File: src/rtl/sdram_arbiter.sv
// Shares the single SDRAM command port between MCD212 (port A) and CDIC (port B).
// A has fixed priority; B is forced through after MAX_A_STREAK back-to-back A grants.
module sdram_arbiter #(
    parameter int unsigned MAX_A_STREAK = 4
) (
    input  logic        clk30,
    input  logic        reset,
    input  logic [24:0] a_addr,
    input  logic        a_rd,
    input  logic        a_wr,
    input  logic        a_word,
    input  logic [15:0] a_din,
    output logic [15:0] a_dout,
    output logic        a_busy,
    input  logic [24:0] b_addr,
    input  logic        b_rd,
    input  logic        b_wr,
    input  logic        b_word,
    input  logic [15:0] b_din,
    output logic [15:0] b_dout,
    output logic        b_busy,
    output logic [24:0] sdram_addr,
    output logic        sdram_rd,
    output logic        sdram_wr,
    output logic        sdram_word,
    output logic [15:0] sdram_din,
    input  logic [15:0] sdram_dout,
    input  logic        sdram_busy
);

    typedef enum logic [1:0] {IDLE, ACK, RUN} state_t;

    localparam logic [2:0] STREAK_LIMIT = 3'(MAX_A_STREAK);

    state_t      state, state_next;

    logic        a_pend, a_lrd, a_lword;
    logic [24:0] a_laddr;
    logic [15:0] a_ldin;
    logic        b_pend, b_lrd, b_lword;
    logic [24:0] b_laddr;
    logic [15:0] b_ldin;

    logic        owner_b, owner_rd;
    logic [2:0]  a_streak;

    logic        a_take, b_take, a_req, b_req;
    logic        a_eff_rd, b_eff_rd, a_eff_word, b_eff_word;
    logic [24:0] a_eff_addr, b_eff_addr;
    logic [15:0] a_eff_din, b_eff_din;
    logic        grant_a, grant_b, complete;
    logic        cmd_rd, cmd_word;
    logic [24:0] cmd_addr;
    logic [15:0] cmd_din;

    // A strobe arriving in IDLE competes directly, bypassing the latch
    always_comb begin
        a_take     = (a_rd | a_wr) & ~a_busy;
        b_take     = (b_rd | b_wr) & ~b_busy;
        a_req      = a_pend | a_take;
        b_req      = b_pend | b_take;
        a_eff_rd   = a_pend ? a_lrd   : a_rd;
        a_eff_addr = a_pend ? a_laddr : a_addr;
        a_eff_word = a_pend ? a_lword : a_word;
        a_eff_din  = a_pend ? a_ldin  : a_din;
        b_eff_rd   = b_pend ? b_lrd   : b_rd;
        b_eff_addr = b_pend ? b_laddr : b_addr;
        b_eff_word = b_pend ? b_lword : b_word;
        b_eff_din  = b_pend ? b_ldin  : b_din;
    end

    always_ff @(posedge clk30 or posedge reset) begin
        if (reset) begin
            state <= IDLE;
        end else begin
            state <= state_next;
        end
    end

    always_comb begin
        state_next = state;
        grant_a    = 1'b0;
        grant_b    = 1'b0;
        complete   = 1'b0;
        case (state)
            IDLE: begin
                if (a_req || b_req) begin
                    state_next = ACK;
                    if (a_req && !(b_req && a_streak == STREAK_LIMIT)) begin
                        grant_a = 1'b1;
                    end else begin
                        grant_b = 1'b1;
                    end
                end
            end
            ACK: begin
                if (sdram_busy) begin
                    state_next = RUN;
                end
            end
            RUN: begin
                if (!sdram_busy) begin
                    state_next = IDLE;
                    complete   = 1'b1;
                end
            end
            default: state_next = IDLE;
        endcase
    end

    always_comb begin
        cmd_rd   = grant_b ? b_eff_rd   : a_eff_rd;
        cmd_addr = grant_b ? b_eff_addr : a_eff_addr;
        cmd_word = grant_b ? b_eff_word : a_eff_word;
        cmd_din  = grant_b ? b_eff_din  : a_eff_din;
    end

    always_ff @(posedge clk30 or posedge reset) begin
        if (reset) begin
            a_pend     <= 1'b0;
            a_lrd      <= 1'b0;
            a_lword    <= 1'b0;
            a_laddr    <= '0;
            a_ldin     <= '0;
            b_pend     <= 1'b0;
            b_lrd      <= 1'b0;
            b_lword    <= 1'b0;
            b_laddr    <= '0;
            b_ldin     <= '0;
            a_busy     <= 1'b0;
            b_busy     <= 1'b0;
            a_dout     <= '0;
            b_dout     <= '0;
            owner_b    <= 1'b0;
            owner_rd   <= 1'b0;
            a_streak   <= '0;
            sdram_rd   <= 1'b0;
            sdram_wr   <= 1'b0;
            sdram_addr <= '0;
            sdram_word <= 1'b0;
            sdram_din  <= '0;
        end else begin
            sdram_rd <= 1'b0;
            sdram_wr <= 1'b0;

            if (a_take) begin
                a_lrd   <= a_rd;
                a_laddr <= a_addr;
                a_lword <= a_word;
                a_ldin  <= a_din;
                a_busy  <= 1'b1;
            end
            if (b_take) begin
                b_lrd   <= b_rd;
                b_laddr <= b_addr;
                b_lword <= b_word;
                b_ldin  <= b_din;
                b_busy  <= 1'b1;
            end
            a_pend <= a_req & ~grant_a;
            b_pend <= b_req & ~grant_b;

            if (grant_a || grant_b) begin
                sdram_rd   <= cmd_rd;
                sdram_wr   <= ~cmd_rd;
                sdram_addr <= cmd_addr;
                sdram_word <= cmd_word;
                sdram_din  <= cmd_din;
                owner_b    <= grant_b;
                owner_rd   <= cmd_rd;
                if (grant_b || !b_req) begin
                    a_streak <= '0;
                end else if (a_streak != 3'd7) begin
                    a_streak <= a_streak + 3'd1;
                end
            end

            if (complete) begin
                if (owner_b) begin
                    b_busy <= 1'b0;
                    if (owner_rd) begin
                        b_dout <= sdram_dout;
                    end
                end else begin
                    a_busy <= 1'b0;
                    if (owner_rd) begin
                        a_dout <= sdram_dout;
                    end
                end
            end
        end
    end

endmodule

File: config.mk
export PLATFORM = sky130hd
export DESIGN_NAME = sdram_arbiter
export DESIGN_NICKNAME = d
export VERILOG_FILES = /design/src/rtl/sdram_arbiter.sv
export SDC_FILE = /design/constraint.sdc
export NUM_CORES = 1
export LEC_CHECK = 0
export CORE_ASPECT_RATIO = 1.1
export CORE_MARGIN = 5
export CORE_UTILIZATION = 50
export DETAILED_ROUTE_END_ITERATION = 8
export PLACE_DENSITY_LB_ADDON = 0.3
export REMOVE_ABC_BUFFERS = 1
export SLEW_MARGIN = 15
export SYNTH_ARGS = -nofsm -noshare
export SYNTH_HDL_FRONTEND = slang
export SYNTH_SLANG_ARGS = --single-unit
File: constraint.sdc
create_clock -name clk30 -period 6.4 [get_ports clk30]
set_clock_uncertainty 0.2 [all_clocks]
set_input_delay 0.64 -clock clk30 [delete_from_list [all_inputs] [get_ports clk30]]
set_output_delay 0.64 -clock clk30 [all_outputs]
set_load 0.05 [all_outputs]
==> impl_summary.txt, run 1 <==
----------------------------------------------------
[Clock tree]
  CTS root buf ... clkbuf_16
  Maximum clock path buffer count ... 2
  Skew-Pair Late Insertion Delay ... 0.42 ns
  CTS tree ... yes
  Post-CTS Hold Fix Bufs ... 0
  Number of post-CTS setup repair buffers ... 0
  Number of buffers added by the clock tree synthesis step ... 17
  Clock transition time at the flip-flop clock pins of the worst setup and hold paths ... around 0.060 ns
  Level count of the clock H-tree ... 4
  Number of clock sinks ... 173
  Resized cells post-CTS ... 0

[Timing]
  Tightest hold margin ... 0.275 ns
  Endpoints failing hold ... 0
  Slew Limit Fails ... 0
  Final number of setup-violating endpoints ... 0
  Clock period minus worst slack ... 3.26 ns
  Final period utilization ... 0.510
  Total negative setup slack ... 0 ns
  Setup repair after global routing missed its margin ... no
  Max frequency ... 0.307 GHz
  Slew at the pin with the worst max-slew slack ... 1.10 ns
  Worst slew margin relative to its limit ... 0.267
  Crit path setup slack, layout ... between 3 and 4 ns

[Final layout]
  Commonest non-fill, non-tap cells in the layout ... 294 x nand2_1, 184 x clkdlybuf4s50_1, 171 x dfrtp_1
  Final antenna diode count ... 0
  Final-layout fill cell count ... 1,185
  Ratio of cells with drive above 1 in the final layout ... 0.0971
  Area delta synth->final ... 33.9%
  Net count reported at finish ... about 1,000
  Fin cells ... 1,102
  Leading cell type in the layout, fill and taps excluded ... nand2_1
  Multi-input combinational cell area ... ~0.0031 mm^2
  Sequential cell area ... 0.00433 mm^2

[Synthesis]
  Post-synth cell types ... 35
  Fraction of the yosys area taken by sequential cells ... 0.566
  Combined area of all synthesized cells ... 0.00765 mm^2
  Post-Syn Instances ... 725
  Yosys warning total ... 0
  Average size of a mapped cell ... 10.5 um^2
  Flip-flop and latch count after synthesis ... 173

[Worst setup path]
  Setup crit start kind ... primary input
  Worst EP arrival ... 3.32 ns
  Critical Path RT ... 6.45 ns
  Top fanout value on the critical path ... 44
  Endpoint class of the critical path ... flop
  Start-to-end type of the worst setup path ... primary input to flop

[Routing]
  Number of DRC violations after detailed-routing iteration 0 ... 509
  Post-route ant nets ... 0
  DRC violations left ... 0
  Average detailed-routed wire length per instance ... 17.6 um
  Routed vias/inst ... between 5 and 6
  Vias ... 5,898
  Number of iterations in the first detailed-routing pass ... 5
  Total length of routed wires ... 19,400 um

[Placement]
  Final RePlAce weighted congestion ... 0.746
  HPWL Detailed ... approximately 13,000 um
  IO buf count ... 184
  Post-Place Cells ... 1,069
  Dpl ws ... 2.44 ns

[Power]
  Maximum vdd ir drop ... about 0.26 mV
  Leakage dissipation ... 0.00463 uW
  PD cells ... 452 mW/mm^2

[Global routing]
  Wire length of the first global-routing pass ... 31,500 um
  Vias in the first global route ... 6,171
  Antenna violations before repair ... 0
  Total track usage ... 0.219
  Global route total overflow ... 0
  Largest net degree at the start of global routing ... 74

[Die]
  Core area ... 0.0151 mm^2
  Vert. Die Dim ... around 140 um
  Effective utilization at floorplan ... 0.508
  Area of the die ... 0.0179 mm^2
  Die X-Extent ... 128 um
  Num ports ... around 190
  Number of core rows ... 47

[Status]
  Status ... finished clean

[Run]
  Number of maximum-capacitance constraint violations ... 0

[Worst hold path]
  Worst min path class ... flop to flop

----------------------------------------------------
-- logic make-up after synthesis --
group,after synthesis,synth area share
simple gates,312,0.157
flops,173,0.566
mux,121,0.164
compound gates,65,0.0749
buf+inv,51,0.0330
fa+ha+maj,3,0.00491
-- layer usage --
| metal | share of wire | global-route usage | up-vias |
|---|---|---|---|
| met5 | 0 | 0 | - |
| met4 | 0.011 | 0.0620 | 0 |
| li1 | - | - | 2793 |
| met2 | 0.47 | 0.341 | 223 |
| met1 | 0.42 | 0.286 | 2860 |
| met3 | 0.10 | 0.0859 | 22 |
-- flip-flops by register name, indices dropped and copies added, names as in the netlist, 2 cells and up --
signal / count
a_dout: 16
sdram_din: 16
sdram_addr: 25
b_ldin: 16
a_laddr: 25
b_dout: 16
a_streak: 3
a_ldin: 16
state: 2
b_laddr: 25
-- final timing paths --
| kind | from | to | slack (ns) | cells after the start |
|---|---|---|---|---|
| worst max register to register | b_busy$_DFF_PP0_ | sdram_addr[2]$_DFFE_PP0N_ | 3.57 | 5 |
| worst min-delay path | a_laddr[24]$_DFFE_PP0P_ | a_laddr[24]$_DFFE_PP0P_ | 0.27 | 2 |
| worst max-delay path | b_rd | sdram_din[4]$_DFFE_PP0N_ | 3.14 | 5 |
| worst min register to register | a_laddr[24]$_DFFE_PP0P_ | a_laddr[24]$_DFFE_PP0P_ | 0.27 | 2 |
| min in group asynchronous | reset | b_dout[5]$_DFFE_PP0P_ | 0.47 | 2 |
| max in group asynchronous | reset | a_pend$_DFF_PP0_ | 4.16 | 3 |
-- report_power, final --
group	leakage, uW	internal, uW	switching [uW]
Clock	0.000285	594	403
Combinational	0.00216	675	1150
Sequential	0.00218	1550	255
Total	0.00463	2820	1810
-- cell usage after synthesis --
library cell,number,area share
nor3_2,2,0.0026
nor3_1,3,0.0020
mux2i_1,86,0.11
o21bai_1,1,0.00098
clkbuf_1,17,0.0083
a31oi_1,1,0.00082
a22o_1,3,0.0034
nand2b_1,3,0.0025
buf_4,4,0.0039
and2_1,1,0.00082
ha_1,3,0.0049
mux2_2,35,0.052
o41ai_4,1,0.0036
a21oi_1,4,0.0026
o21a_1,1,0.00098
buf_6,3,0.0044
a311oi_2,1,0.0020
o21ba_1,1,0.0013
o21ai_1,1,0.00065
o211a_1,1,0.0013
buf_2,19,0.012
a222oi_1,4,0.0052
o21ba_2,1,0.0013
dfrtp_1,173,0.57
nand2_1,294,0.14
a31o_1,1,0.0011
nand3_1,1,0.00065
o221ai_1,39,0.045
or2_2,1,0.00082
nor2_1,7,0.0034
o21ai_0,2,0.0013
o21bai_2,1,0.0015
a21boi_0,1,0.00098
inv_1,8,0.0039
o21ai_2,1,0.0011
-- worst max-delay path: stages --
cell and delay (ns):
clkdlybuf4s50_1 0.51, o21bai_4 0.89, nand2b_1 0.29, nand3_2 0.69, o221ai_1 0.26
-- area by class of cell --
| cell class | instances | share of cell area |
|---|---|---|
| Sequential cell | 173 | 0.423 |
| Multi-Input combinational cell | 501 | 0.303 |
| Timing Repair Buffer | 193 | 0.190 |
| Clock buffer | 25 | 0.0503 |
| Tap cell | 196 | 0.0239 |
| Clock inverter | 6 | 0.00562 |
| Inverter | 8 | 0.00342 |
-- through the flow --
stage / cell area, um^2 / power, uW / utilization
6_report: 10200 / 4630 / 0.680
5_1_grt: 10200 / 4910 / 0.680
4_1_cts: 10200 / 4650 / 0.677
3_5_place_dp: 9610 / 3650 / 0.639
3_3_place_gp: 9610 / 3580 / 0.639
2_1_floorplan: 7430 / 2980 / -
Power figures use the tool's default switching activity.
==> run 2, diff against run 1 <==
==> constraint.sdc (replaced) <==
create_clock -name clk30 -period 3.1 [get_ports clk30]
set_clock_uncertainty 0.2 [all_clocks]
set_input_delay 0.31 -clock clk30 [delete_from_list [all_inputs] [get_ports clk30]]
set_output_delay 0.31 -clock clk30 [all_outputs]
set_load 0.05 [all_outputs]
==> run 2 against run 1 <==
Core utilization is 0.26 points higher. Die area stayed put. Via count is 0.97% higher. Non-clock buffer count is 9 higher. Sequential power is 110% higher. Critical path depth is 1 lower. Critical path type is now flop to flop. Largest cell class unchanged.
==> impl_summary.txt, run 2 (synthesized netlist as in run 1, its figures left out) <==
----------------------------------------------------
[Routing]
  Post-route ant nets ... 0
  Number of iterations in the first detailed-routing pass ... 5
  Average detailed-routed wire length per instance ... ~18 um
  Number of DRC violations after detailed-routing iteration 0 ... around 370
  Routed vias/inst ... 5.36
  Total length of routed wires ... 19,600 um
  Vias ... 5,955
  DRC violations left ... 0

[Global routing]
  Largest net degree at the start of global routing ... 57
  Total track usage ... 0.223
  Global route total overflow ... 0
  Vias in the first global route ... 6,186
  Antenna violations before repair ... 0
  Wire length of the first global-routing pass ... 31,600 um

[Timing]
  Slew at the pin with the worst max-slew slack ... 0.732 ns
  Slew Limit Fails ... 0
  Worst slew margin relative to its limit ... 0.510
  Max frequency ... roughly 0.44 GHz
  Clock period minus worst slack ... between 2 and 2.5 ns
  Setup repair after global routing missed its margin ... no
  Final number of setup-violating endpoints ... 0
  Endpoints failing hold ... 0
  Final period utilization ... 0.736
  Tightest hold margin ... between 0.06 and 0.07 ns

[Power]
  Share of total power in sequential cells ... 0.390
  Maximum vdd ir drop ... 0.537 mV
  Internal Power ... just under 6000 uW
  PD cells ... ~930 mW/mm^2
  Power share of the clock group ... 0.215
  Part of the power in combinational logic ... 0.395
  Net switching fraction of the power ... 0.394
  Leakage dissipation ... between 0.004 and 0.005 uW
  Switching Power ... ~3800 uW

[Final layout]
  Commonest non-fill, non-tap cells in the layout ... 294 x nand2_1, 184 x clkdlybuf4s50_1, 171 x dfrtp_1
  Area delta synth->final ... 34.4%
  Final-layout fill cell count ... ~1,200
  Final antenna diode count ... 0
  Post-Layout Inst Area ... 0.0103 mm^2
  Net count reported at finish ... between 1,000 and 1,500
  Biggest regs ... a_laddr: 25 flops, b_laddr: 25 flops, sdram_addr: 25 flops
  Multi-input combinational cell area ... 0.00311 mm^2
  Ratio of cells with drive above 1 in the final layout ... 0.106
  Sequential cell area ... approximately 0.0043 mm^2
  Leading cell type in the layout, fill and taps excluded ... nand2_1
  Fin cells ... approximately 1,100

[Worst setup path]
  Slowest Stage Delay on Critical Path ... about 0.76 ns
  Start-to-end type of the worst setup path ... flop to flop
  Setup crit start kind ... flop
  Top fanout value on the critical path ... 27
  Highest-delay cell along the critical path ... dfrtp_2
  Stages on worst setup path ... 4
  Critical Path RT ... 3.23 ns
  Series of cell instances along the critical path ... nand2b_1 > nand3_2 > buf_4 > o221ai_1
  Bufs and invs on worst path ... 1
  Kind of cell adding the most delay to the critical path ... flip-flops
  Endpoint class of the critical path ... flop
  Path depth of the worst reg2reg path ... 4
  Worst EP arrival ... 2.41 ns

[Clock tree]
  Number of clock sinks ... approximately 170
  CTS tree ... yes
  Maximum clock path buffer count ... 2
  Skew-Pair Late Insertion Delay ... 0.43 ns
  Number of buffers added by the clock tree synthesis step ... 17
  CTS root buf ... clkbuf_16
  Post-CTS Hold Fix Bufs ... 0
  Number of post-CTS setup repair buffers ... 0
  Clock transition time at the flip-flop clock pins of the worst setup and hold paths ... 0.07 ns
  Level count of the clock H-tree ... 4
  Resized cells post-CTS ... 0

[Placement]
  IO buf count ... about 180
  Cell area after placement ... 0.00971 mm^2
  HPWL Detailed ... 13,500 um
  Final RePlAce weighted congestion ... roughly 0.78
  Post-Place Cells ... 1,080

[Die]
  Effective utilization at floorplan ... 0.508
  Num ports ... about 190
  Vert. Die Dim ... ~140 um
  Core area ... 0.0151 mm^2
  Area of the die ... 0.0179 mm^2
  Number of core rows ... 47
  Die X-Extent ... roughly 130 um

[Worst hold path]
  Worst min path class ... primary input to async pin

[Status]
  Status ... finished clean

[Run]
  Number of maximum-capacitance constraint violations ... 0

----------------------------------------------------
## run 2: cell count changes in the layout (fill, tap and decap cells not counted)
cell and delta:
inv_6 +1, buf_16 -2, clkinv_4 +2, buf_12 +1
clkinv_2 -3, clkbuf_8 -2, buf_4 +10, clkinvlp_4 +2
## run 2: metrics by stage
stage,setup WS (ns),power [uW],TNS (ns),util
floorplan,-2.10,6150,-397.36,-
global placement,0.532,7430,0,0.645
detailed placement,0.464,7560,0,0.645
CTS,0.803,9650,0,0.683
global route,0.666,10100,0,0.683
finish,0.819,9580,0,0.683
## run 2: layout make-up
class	instances	area share
Clock buffer	23	0.0475
Inverter	8	0.00341
Tap cell	196	0.0239
Sequential cell	173	0.421
Clock inverter	8	0.00815
Multi-Input combinational cell	501	0.302
Timing Repair Buffer	202	0.194
## run 2: final timing paths
check / start / slack, ns / end
setup / recovery: b_pend$_DFF_PP0_ / 0.82 / sdram_din[14]$_DFFE_PP0N_
hold / removal: reset / 0.07 / b_dout[0]$_DFFE_PP0P_
setup reg to reg: b_pend$_DFF_PP0_ / 0.82 / sdram_din[14]$_DFFE_PP0N_
hold reg to reg: a_laddr[20]$_DFFE_PP0P_ / 0.27 / a_laddr[20]$_DFFE_PP0P_
max in group asynchronous: reset / 1.92 / sdram_addr[24]$_DFFE_PP0N_
min in group clk30: a_din[6] / 0.24 / a_ldin[6]$_DFFE_PP0P_
## run 2: worst reg2reg max path: stages (launching register included)
cell	delay (ns)
dfrtp_2	0.76
nand2b_1	0.30
nand3_2	0.30
buf_4	0.37
o221ai_1	0.26
## run 2: power by group through the flow
| stage | sequential [uW] | clock [uW] | combinational [uW] |
|---|---|---|---|
| after global routing | 3860 | 2200 | 4080 |
| after global placement | 3730 | 0 | 3710 |
| after CTS | 3740 | 2090 | 3820 |
| after detailed placement | 3760 | 0 | 3800 |
| final | 3730 | 2050 | 3790 |
| after floorplan | 4930 | 0 | 1220 |
## run 2: per-layer routing
layer,up-vias,wire length [um],GRT usage,part of all wire
met4,0,219,0.0587,0.011
met1,2900,8380,0.290,0.43
met5,-,0,0,0
li1,2819,-,-,-
met2,218,9210,0.351,0.47
met3,18,1750,0.0878,0.089
==> run 3, diff against run 2 <==
==> constraint.sdc (replaced) <==
create_clock -name clk30 -period 2.25 [get_ports clk30]
set_clock_uncertainty 0.2 [all_clocks]
set_input_delay 0.225 -clock clk30 [delete_from_list [all_inputs] [get_ports clk30]]
set_output_delay 0.225 -clock clk30 [all_outputs]
set_load 0.05 [all_outputs]
==> run 3 against run 2 <==
Hold slack improved by 0.079 ns. Highest routed layer unchanged. Largest power group unchanged. Sequential share of layout area down 1.1 points. Critical path type is now flop to primary output. Largest cell class unchanged. Cell area grew 2.7%.
==> impl_summary.txt, run 3 (synthesized netlist as in run 1, its figures left out) <==
----------------------------------------------------
[Clock tree]
  Number of clock sinks ... 173
  CTS tree ... yes
  Skew-Pair Late Insertion Delay ... 0.43 ns
  Number of buffers added by the clock tree synthesis step ... 17
  Clock transition time at the flip-flop clock pins of the worst setup and hold paths ... ~0.070 ns
  Resized cells post-CTS ... 0
  CTS root buf ... clkbuf_16
  Level count of the clock H-tree ... 4
  Maximum clock path buffer count ... 2

[Final layout]
  Biggest regs ... a_laddr: 25 flops, b_laddr: 25 flops, sdram_addr: 25 flops
  Post-Layout Inst Area ... 0.0106 mm^2
  Fin cells ... roughly 1,100
  Final antenna diode count ... 0
  Area delta synth->final ... 38.1%
  Net count reported at finish ... 1,028
  Ratio of cells with drive above 1 in the final layout ... 0.122
  Final-layout fill cell count ... 1,150
  Leading cell type in the layout, fill and taps excluded ... nand2_1
  Commonest non-fill, non-tap cells in the layout ... 294 x nand2_1, 184 x clkdlybuf4s50_1, 171 x dfrtp_1

[Placement]
  Post-Place Cells ... between 1,000 and 1,500
  Final RePlAce weighted congestion ... approximately 0.8
  IO buf count ... 184
  Cell area after placement ... 0.00993 mm^2
  HPWL Detailed ... 13,500 um

[Power]
  PD cells ... 1290 mW/mm^2
  Leakage dissipation ... 0.00479 uW
  Internal Power ... 8280 uW
  Share of total power in sequential cells ... 0.379
  Part of the power in combinational logic ... 0.393
  Switching Power ... 5290 uW
  Maximum vdd ir drop ... 0.782 mV
  Net switching fraction of the power ... 0.390
  Power share of the clock group ... 0.228

[Global routing]
  Total track usage ... 0.229
  Largest net degree at the start of global routing ... 44
  Wire length of the first global-routing pass ... 32,500 um
  Global route total overflow ... 0
  Antenna violations before repair ... 0
  Vias in the first global route ... ~6,400

[Timing]
  Final number of setup-violating endpoints ... 0
  Tightest hold margin ... 0.146 ns
  Final period utilization ... 0.929
  Max frequency ... 0.479 GHz
  Endpoints failing hold ... 0
  Slew at the pin with the worst max-slew slack ... 0.557 ns
  Clock period minus worst slack ... approximately 2.1 ns
  Slew Limit Fails ... 0
  Worst slew margin relative to its limit ... 0.627
  Setup repair after global routing missed its margin ... no

[Die]
  Die X-Extent ... between 100 and 150 um
  Effective utilization at floorplan ... 0.508
  Core area ... 0.0151 mm^2
  Num ports ... 185
  Area of the die ... 0.0179 mm^2
  Vert. Die Dim ... between 100 and 150 um
  Number of core rows ... 47

[Routing]
  Total length of routed wires ... between 20,000 and 25,000 um
  Vias ... 6,046
  DRC violations left ... 0
  Routed vias/inst ... 5.36
  Number of iterations in the first detailed-routing pass ... 5
  Average detailed-routed wire length per instance ... between 15 and 20 um
  Post-route ant nets ... 0
  Number of DRC violations after detailed-routing iteration 0 ... 462

[Worst setup path]
  Bufs and invs on worst path ... 1
  Highest-delay cell along the critical path ... clkdlybuf4s50_1
  Critical Path RT ... 1.82 ns
  Destination of the worst register-to-register timing path ... a_streak[0]$_DFFE_PP0P_
  Critical path startpoint ... a_busy$_DFF_PP0_
  Top fanout value on the critical path ... 4
  Stages on worst setup path ... 1
  Slowest Stage Delay on Critical Path ... roughly 0.84 ns
  FF-to-FF Start ... a_busy$_DFF_PP0_
  Series of cell instances along the critical path ... clkdlybuf4s50_1
  Start-to-end type of the worst setup path ... flop to primary output
  Endpoint class of the critical path ... primary output
  Path depth of the worst reg2reg path ... 5
  Setup crit start kind ... flop
  Critical path endpoint ... a_busy
  Internal reg-to-reg setup slack ... 0.36 ns
  Kind of cell adding the most delay to the critical path ... buffers and inverters
  Worst EP arrival ... ~1.7 ns

[Status]
  Status ... finished clean

[Run]
  Number of maximum-capacitance constraint violations ... 0

[Worst hold path]
  Worst min path class ... primary input to flop

----------------------------------------------------
run 3: cell count changes in the layout (fill, tap and decap cells not counted), moves of 2 or more:
| cell | before | now |
|---|---|---|
| bufinv_16 | 1 | 3 |
| clkbuf_1 | 2 | 0 |
| buf_4 | 17 | 22 |
| buf_12 | 1 | 10 |
run 3: worst min-delay path by stage:
stage | startpoint | endpoint | slack (ns) | cells past startpoint
3_5_place_dp | a_laddr[13]$_DFFE_PP0P_ | a_laddr[13]$_DFFE_PP0P_ | 0.26 | 2
6_report | a_addr[13] | a_laddr[13]$_DFFE_PP0P_ | 0.15 | 3
2_1_floorplan | sdram_busy | state[0]$_DFFE_PP0P_ | 0.12 | 1
3_3_place_gp | a_laddr[13]$_DFFE_PP0P_ | a_laddr[13]$_DFFE_PP0P_ | 0.26 | 2
5_1_grt | a_addr[8] | a_laddr[8]$_DFFE_PP0P_ | 0.15 | 3
4_1_cts | a_addr[24] | a_laddr[24]$_DFFE_PP0P_ | 0.13 | 3
run 3: layer usage:
| metal | track usage | vias to the layer above | share of wire |
|---|---|---|---|
| li1 | - | 2841 | - |
| met4 | 0.0682 | 0 | 0.014 |
| met2 | 0.370 | 216 | 0.47 |
| met3 | 0.0728 | 30 | 0.082 |
| met1 | 0.296 | 2959 | 0.43 |
| met5 | 0 | - | 0 |
run 3: metrics by stage:
stage | TNS, ns | setup WS (ns) | total power (uW) | utilization
2_1_floorplan | -572.67 | -2.86 | 8470 | -
3_3_place_gp | 0 | 0.152 | 10300 | 0.659
3_5_place_dp | 0 | 0.0776 | 10500 | 0.659
4_1_cts | 0 | 0.134 | 13700 | 0.702
5_1_grt | 0 | 0.0908 | 14300 | 0.702
6_report | 0 | 0.161 | 13600 | 0.702
run 3: what timing repair did:
item / in CTS / in global routing
hold buffers: 1 / 0
setup buffers: 0 / 0
hold endpoints to repair: 33 / 0
run 3: cell type report:
type / count / area [um^2] / share of cell area
sequential: 173 / 4330 / 0.410
multi-input combinational: 501 / 3110 / 0.294
timing repair buffer: 217 / 2220 / 0.210
clock buffer: 20 / 467 / 0.0442
tap: 196 / 245 / 0.0232
clock inverter: 12 / 159 / 0.0150
inverter: 8 / 35.0 / 0.00332
run 3: power by group through the flow:
stage	combinational, uW	sequential (uW)	clock (uW)
4_1_cts	5390	5140	3140
5_1_grt	5740	5310	3280
3_5_place_dp	5340	5180	0
3_3_place_gp	5230	5120	0
6_report	5340	5140	3100
2_1_floorplan	1680	6790	0
